`config.mk`:
```
export PLATFORM = sky130hd
export DESIGN_NAME = quad_count_ctrl
export DESIGN_NICKNAME = d
export VERILOG_FILES = /design/src/rtl/quad_count_ctrl.sv
export SDC_FILE = /design/constraint.sdc
export NUM_CORES = 1
export LEC_CHECK = 0
export CAP_MARGIN = 20
export CORE_UTILIZATION = 55
export CTS_CLUSTER_DIAMETER = 150
export CTS_CLUSTER_SIZE = 12
export DETAILED_ROUTE_END_ITERATION = 6
export GPL_ROUTABILITY_DRIVEN = 0
export GPL_TIMING_DRIVEN = 0
export PLACE_DENSITY_LB_ADDON = 0.1
export SYNTH_ARGS = -nofsm -noshare
export SYNTH_HDL_FRONTEND = slang
export SYNTH_SLANG_ARGS = --single-unit
```
`constraint.sdc`:
```
create_clock -name CLK -period 3.9 [get_ports CLK]
set_input_delay 0.39 -clock CLK [delete_from_list [all_inputs] [get_ports CLK]]
set_output_delay 0.39 -clock CLK [all_outputs]
set_load 0.05 [all_outputs]
```
`src/rtl/quad_count_ctrl.sv`:
```
// Quadrature encoder front end for a 74169-style up/down counter.
// Synchronises, filters and 4x-decodes PHA/PHB and issues index preloads.
module quad_count_ctrl #(
  parameter int SYNC_STAGES = 2,
  parameter int FILT_LEN    = 3,
  parameter int IDX_LOAD_EN = 1
) (
  input  logic       CLK,
  input  logic       RSTB,
  input  logic       PHA,
  input  logic       PHB,
  input  logic       IDX,
  input  logic [3:0] PRESET,
  input  logic       HOLDB,
  input  logic       CLR,
  output logic       U_DB,
  output logic       ENPB,
  output logic       ENTB,
  output logic       LOADB,
  output logic [3:0] A,
  output logic       ERR
);

  localparam int CW = $clog2(FILT_LEN + 1);

  typedef enum logic {UNPRIMED, TRACK} st_t;

  logic [SYNC_STAGES-1:0] pha_sync_q;
  logic [SYNC_STAGES-1:0] phb_sync_q;
  logic [SYNC_STAGES-1:0] idx_sync_q;
  logic [SYNC_STAGES-1:0] fill_q;

  logic [2:0]    smp;
  logic [2:0]    last_q, last_d;
  logic [2:0]    filt_q, filt_d;
  logic [2:0]    fvld_q, fvld_d;
  logic [CW-1:0] run_q [3];
  logic [CW-1:0] run_d [3];

  st_t        state_q, state_d;
  logic [1:0] ref_q, ref_d;
  logic       idxp_q, idxp_d;
  logic [1:0] ab, chg, nxt_up;
  logic       evt, dbl, up, rise;

  logic       load, cnt;
  logic       enpb_q, enpb_d;
  logic       loadb_q, loadb_d;
  logic       ud_q, ud_d;
  logic [3:0] a_q, a_d;
  logic       err_q, err_d;

  // Synchroniser chains; fill_q marks when the chain holds real pin samples.
  always_ff @(posedge CLK or negedge RSTB) begin
    if (!RSTB) begin
      pha_sync_q <= '0;
      phb_sync_q <= '0;
      idx_sync_q <= '0;
      fill_q     <= '0;
    end else begin
      pha_sync_q <= {pha_sync_q[SYNC_STAGES-2:0], PHA};
      phb_sync_q <= {phb_sync_q[SYNC_STAGES-2:0], PHB};
      idx_sync_q <= {idx_sync_q[SYNC_STAGES-2:0], IDX};
      fill_q     <= {fill_q[SYNC_STAGES-2:0], 1'b1};
    end
  end

  assign smp = {pha_sync_q[SYNC_STAGES-1],
                phb_sync_q[SYNC_STAGES-1],
                idx_sync_q[SYNC_STAGES-1]};

  // Run-length filter: accept a level after FILT_LEN equal samples.
  always_comb begin
    last_d = last_q;
    filt_d = filt_q;
    fvld_d = fvld_q;
    for (int i = 0; i < 3; i++) begin
      run_d[i] = run_q[i];
      if (fill_q[SYNC_STAGES-1]) begin
        if (smp[i] != last_q[i] || run_q[i] == '0)
          run_d[i] = CW'(1);
        else if (run_q[i] < CW'(FILT_LEN))
          run_d[i] = run_q[i] + CW'(1);
        last_d[i] = smp[i];
        if (run_d[i] == CW'(FILT_LEN)) begin
          filt_d[i] = smp[i];
          fvld_d[i] = 1'b1;
        end
      end
    end
  end

  // Filter state registers.
  always_ff @(posedge CLK or negedge RSTB) begin
    if (!RSTB) begin
      last_q <= '0;
      filt_q <= '0;
      fvld_q <= '0;
      for (int i = 0; i < 3; i++) run_q[i] <= '0;
    end else begin
      last_q <= last_d;
      filt_q <= filt_d;
      fvld_q <= fvld_d;
      for (int i = 0; i < 3; i++) run_q[i] <= run_d[i];
    end
  end

  assign ab     = filt_q[2:1];
  assign chg    = ab ^ ref_q;
  assign nxt_up = {ref_q[0], ~ref_q[1]};

  // Decoder state register.
  always_ff @(posedge CLK or negedge RSTB) begin
    if (!RSTB) begin
      state_q <= UNPRIMED;
      ref_q   <= '0;
      idxp_q  <= 1'b0;
    end else begin
      state_q <= state_d;
      ref_q   <= ref_d;
      idxp_q  <= idxp_d;
    end
  end

  // Decoder next state: prime on first valid level, then track Gray steps.
  always_comb begin
    state_d = state_q;
    ref_d   = ref_q;
    idxp_d  = idxp_q;
    evt     = 1'b0;
    dbl     = 1'b0;
    up      = 1'b0;
    rise    = 1'b0;
    unique case (state_q)
      UNPRIMED: begin
        if (&fvld_q) begin
          state_d = TRACK;
          ref_d   = ab;
          idxp_d  = filt_q[0];
        end
      end
      TRACK: begin
        ref_d  = ab;
        idxp_d = filt_q[0];
        evt    = ^chg;
        dbl    = &chg;
        up     = (ab == nxt_up);
        rise   = filt_q[0] & ~idxp_q;
      end
      default: state_d = UNPRIMED;
    endcase
  end

  // Output decode: load beats count, hold masks count only.
  always_comb begin
    load    = rise && (IDX_LOAD_EN != 0);
    cnt     = evt && HOLDB && !load;
    enpb_d  = ~cnt;
    loadb_d = ~load;
    a_d     = load ? PRESET : a_q;
    ud_d    = cnt ? up : ud_q;
    err_d   = err_q;
    unique case (1'b1)
      dbl:     err_d = 1'b1;
      CLR:     err_d = 1'b0;
      default: err_d = err_q;
    endcase
  end

  // Registered counter control pins.
  always_ff @(posedge CLK or negedge RSTB) begin
    if (!RSTB) begin
      enpb_q  <= 1'b1;
      loadb_q <= 1'b1;
      ud_q    <= 1'b1;
      a_q     <= '0;
      err_q   <= 1'b0;
    end else begin
      enpb_q  <= enpb_d;
      loadb_q <= loadb_d;
      ud_q    <= ud_d;
      a_q     <= a_d;
      err_q   <= err_d;
    end
  end

  assign ENPB  = enpb_q;
  assign ENTB  = enpb_q;
  assign LOADB = loadb_q;
  assign U_DB  = ud_q;
  assign A     = a_q;
  assign ERR   = err_q;

endmodule
```
==> After elaboration in Yosys (flattened, before gate mapping) <==
Index checks and enable logic that the tools add are counted.
{ "classes": {"n_bitwise": 7, "eq_ne": 8, "order_cmp": 3, "mux": 20, "n_addsub": 3, "n_reduce_logical": 16} }
{ "op_table": {"columns": ["operator", "count"], "rows": [
  ["two-way mux 2 bit", 10],
  ["AND reduction 2 bit", 4],
  ["two-way mux 1 bit", 7],
  ["adder 2 x 1 -> 2 bit, second input constant", 3],
  ["== test 2 bit, second input constant", 3],
  ["zero test 2 bit", 3],
  ["less-than comparator 2 bit, second input constant", 3],
  ["inverter 1 bit", 5],
  ["one-hot mux 1 bit (2 select lines)", 2],
  ["one-hot mux 2 bit (2 select lines)", 1],
  ["logical OR 1 bit", 3],
  ["!= test 1 bit", 3],
  ["AND reduction 3 bit", 1],
  ["== test 2 bit", 1],
  ["logical AND 1 bit", 2],
  ["!= test 2 bit, second input constant", 1],
  ["nonzero test 2 bit", 1],
  ["parity 2 bit", 1],
  ["XOR 2 bit", 1],
  ["AND 1 bit", 1],
  ["zero test 1 bit", 1]
]} }
{ "totals": {"out_inout_bits": 9, "reg_bits": 35, "wordCells": 79} }

==> Logic depth before layout (Yosys ltp) <==
{ "depth": {"depth_word": 6, "ltp_mapped": 4} }

==> Least setup slack after synthesis <==
OpenSTA, ideal clock, no wires.
{ "synth_path": {"kind": "register -> register", "from": "register filt_q[1]", "to": "register ud_q (netlist: U_DB)", "required_time_ps": 3815, "n_path_buf": 0, "period_less_slack_ps": 1335, "t_arrival_ps": 1250, "setup_slack_ps": 2565, "stages_incl_launch_ff": 5, "path_cell_list": "dfrtp_1 xor2_1 ha_1 o2111ai_2 mux2_1"} }
{ "synth_between": {"elab_chain_cells": 5, "word_cells_on_any_way": 7} }
{ "synth_rtl": {"columns": ["element", "line", "text"], "rows": [
  ["start: declaration", "35", "logic [2:0] filt_q, filt_d;"],
  ["start signal: assignment", "102", "filt_q <= filt_d;"],
  ["XOR 2 bit", "109", "assign chg = ab ^ ref_q;"],
  ["parity 2 bit", "145", "evt = ^chg;"],
  ["two-way mux 1 bit", "134", "unique case (state_q)"],
  ["logical AND 1 bit (2 in series)", "157", "cnt = evt && HOLDB && !load;"],
  ["end signal: assignment", "181", "ud_q <= ud_d;"],
  ["end: declaration", "49", "logic ud_q, ud_d;"]
]} }
Several ways; a longest one is shown, not always the timed one.
A chain may end at the register's enable or synchronous reset.

==> Worst setup path after layout <==
{ "layout_path": {"from": "register enpb_q (netlist: ENPB)", "to": "output ENTB"} }
{ "layout_rtl": {"columns": ["element", "line", "text"], "rows": [
  ["start: declaration", "47", "logic enpb_q, enpb_d;"],
  ["start signal: assignment", "179", "enpb_q <= enpb_d;"],
  ["end: declaration", "18", "output logic ENTB,"]
]} }
No word-level cell between the ends.

==> impl_metrics.py <==
metrics = {
    "setup_path": {
        "startpoint_type": "register",
        "critical_path_required_ns": 3.51,
        "critical_path_class": "reg2out",
        "r2r_slack_ns": 2.48,
        "reg2reg_to": "U_DB$_DFFE_PN1P_",
        "r2r_cells": 4,
        "cp_slowest_stage_delay_ns": 0.78,
        "slowest_stage": "clkdlybuf4s50_1",
        "critPathArrivalTime_ns": 1.75,
        "crit_path_cell_trace": "buf_4 -> clkdlybuf4s50_1",
        "cp-end-kind": "output port",
        "worst-path-max-fanout": 2,
        "reg2reg_from": "filt_q[1]$_DFFE_PN0P_",
    },
    "global_routing": {
        "grt_max_degree": 36,
        "grt-ovfl-total": 0,
        "antenna_found_initial": 0,
        "grt_pass1_vias": 820,
        "grt.total_usage_pct": 19.7,
        "grt_pass1_wl_mm": 3.57,
    },
    "clock_tree": {
        "clk_latency_ns": 0.34,
        "cts-buffers-inserted": 5,
        "cts_buffer_depth": 2,
        "htree_levels": 2,
        "path_clk_slew_ns": 0.10,
        "cts_resized": 0,
        "cts_setup_buffers": 0,
        "cts_tree": "done",
        "cts.sinks": 35,
        "holdBufCountCts": 0,
        "clk_root_buffer_cell": "clkbuf_4",
    },
    "die": {
        "die_h_um": 51.0,
        "rows": 17,
        "pin_count": 20,
        "die_area_um2": 2600,
        "die_w_um": 51.0,
        "start_util_pct": 59.0,
        "core_area_um2": 2230,
    },
    "sta": {
        "setup_viol": 0,
        "worst_pin_slew_ns": 0.735,
        "slew_headroom_pct": 51.0,
        "hold_violations": 0,
        "skew_ns": 0.00911,
        "fmax_mhz": 467,
        "setup-tns-final_ns": 0,
        "period_share_pct": 54.9,
        "whs_ns": 0.104,
        "slew_viol_final": 0,
        "grt_setup_unrepaired": "no",
        "fin_crit_ns": 2.14,
    },
    "synthesis": {
        "synth.distinct_cells": 22,
        "netlist_instances": 106,
        "synth_ff_type": "dfrtp_1",
        "synth_edf_count": 0,
        "syn-num-nets": 118,
        "ys_ff_latch": 35,
        "syn_area_um2": 1320,
        "yosysSeqAreaShare_pct": 66.7,
        "yosysWarnings": 0,
        "synth_area_per_cell_um2": 12.4,
        "async_flop_share_pct": 100,
    },
    "status": {
        "status": "finished clean",
    },
    "layout": {
        "antenna_cells": 0,
        "final_layout_size_suffix_gt1_share_pct": 16.5,
        "fin_nets": 144,
        "final_cell_mix": "dfrtp_1, clkdlybuf4s50_1, nand2_1, o21ai_0, nor2_1",
        "final_common_cell": "dfrtp_1",
        "area_growth_pct": 21.9,
        "fin_area_um2": 1610,
    },
    "routing": {
        "num_vias": 831,
        "vias_per_cell": 5.16,
        "drc": 0,
        "postRouteWirelength_mm": 2.00,
        "wire_per_inst_um": 12.4,
        "ant_nets": 0,
        "drt_iter0_drc": 5,
        "firstDrtPassIters": 4,
    },
    "pwr": {
        "p_total_mw": 1.07,
        "ir_worst_vdd_v": 0.000460,
        "leakage_nw": 0.671,
        "powerDensity_nw_per_um2": 665,
    },
    "placement": {
        "port_buffers": 19,
        "dp_hpwl_mm": 1.36,
        "placed_cell_area_um2": 1540,
    },
    "flow_run": {
        "maxCapViolCount": 0,
    },
    "min_path": {
        "min_path_type": "in2async",
    },
}
## final cells by class
class                           count  area (µm²)
Buffer                              3        16.3
Clock buffer                        8        68.8
Fill cell                         160         626
Inverter                            5        18.8
Multi-Input combinational cell     63         404
Sequential cell                    35         880
Tap cell                           28        35.0
Timing Repair Buffer               19         185
## cell families after synthesis
kind of cell	share of synthesized area [%]
muxes	5.98
AOI/OAI and AO/OA	11.7
buffers and inverters	2.66
and+or+nand+nor	7.12
xor gates and xnor gates	4.65
DFF	66.7
adders and majority gates	0.949
other	0.284
## per-layer routing
metal | up-vias | GRT usage [%] | wire length [µm]
li1 | 408 | - | -
met1 | 396 | 23.8 | 904
met2 | 22 | 28.5 | 915
met3 | 5 | 8.93 | 138
met4 | 0 | 12.0 | 38
met5 | - | 0 | 0
## Yosys cell counts, types with 3 or more instances
| library cell | count | area, µm² |
|---|---|---|
| mux2_2 | 6 | 67.6 |
| xor2_1 | 6 | 52.6 |
| o21ai_0 | 10 | 50.1 |
| nor3_1 | 3 | 15.0 |
| dfstp_2 | 3 | 78.8 |
| a31oi_1 | 3 | 18.8 |
| nor2_1 | 8 | 30.0 |
| a21oi_1 | 7 | 35.0 |
| dfrtp_1 | 32 | 801 |
| o21bai_1 | 3 | 22.5 |
| nand2_1 | 10 | 37.5 |
| inv_1 | 5 | 18.8 |
## where the power goes
group	internal, mW	total (mW)	leakage (nW)	switching, mW
Sequential	0.438	0.487	0.381	0.0491
Clock	0.106	0.221	0.0386	0.114
Combinational	0.143	0.361	0.252	0.218
Total	0.688	1.07	0.671	0.382
## through the flow
| step | setup slack (ns) | cells | util [%] |
|---|---|---|---|
| detailed placement | 2.12 | 153 | 68.9 |
| CTS | 1.74 | 161 | 72.0 |
| global placement | 1.74 | 153 | 69.1 |
| global route | 1.70 | 161 | 72.0 |
| floorplan | 2.57 | 106 | - |
| finish | 1.76 | 161 | 72.0 |
## worst max-delay path, delay by kind of cell (launching register included)
kind,cells,cell delay (ns)
flops,1,0.54
buf+inv,2,0.87
## sequential cells by signal (all words and copies together), names as in the netlist
signal	flops
last_q	3
pha_sync_q	2
ref_q	2
state_q	1
ENPB	1
phb_sync_q	2
ERR	1
U_DB	1
fvld_q	3
idxp_q	1
run_q	6
filt_q	3
A	4
fill_q	2
LOADB	1
idx_sync_q	2
## how the worst max path moves through the flow
stage                               start                   to  slack [ns]
floorplan           filt_q[1]$_DFFE_PN0P_     U_DB$_DFFE_PN1P_        2.57
global placement                     RSTB  fill_q[0]$_DFF_PN0_        1.74
detailed placement         ENPB$_DFF_PN1_                 ENTB        2.12
CTS                        ENPB$_DFF_PN1_                 ENTB        1.74
global route               ENPB$_DFF_PN1_                 ENTB        1.70
finish                     ENPB$_DFF_PN1_                 ENTB        1.76
(Power assumes the default switching activity.)
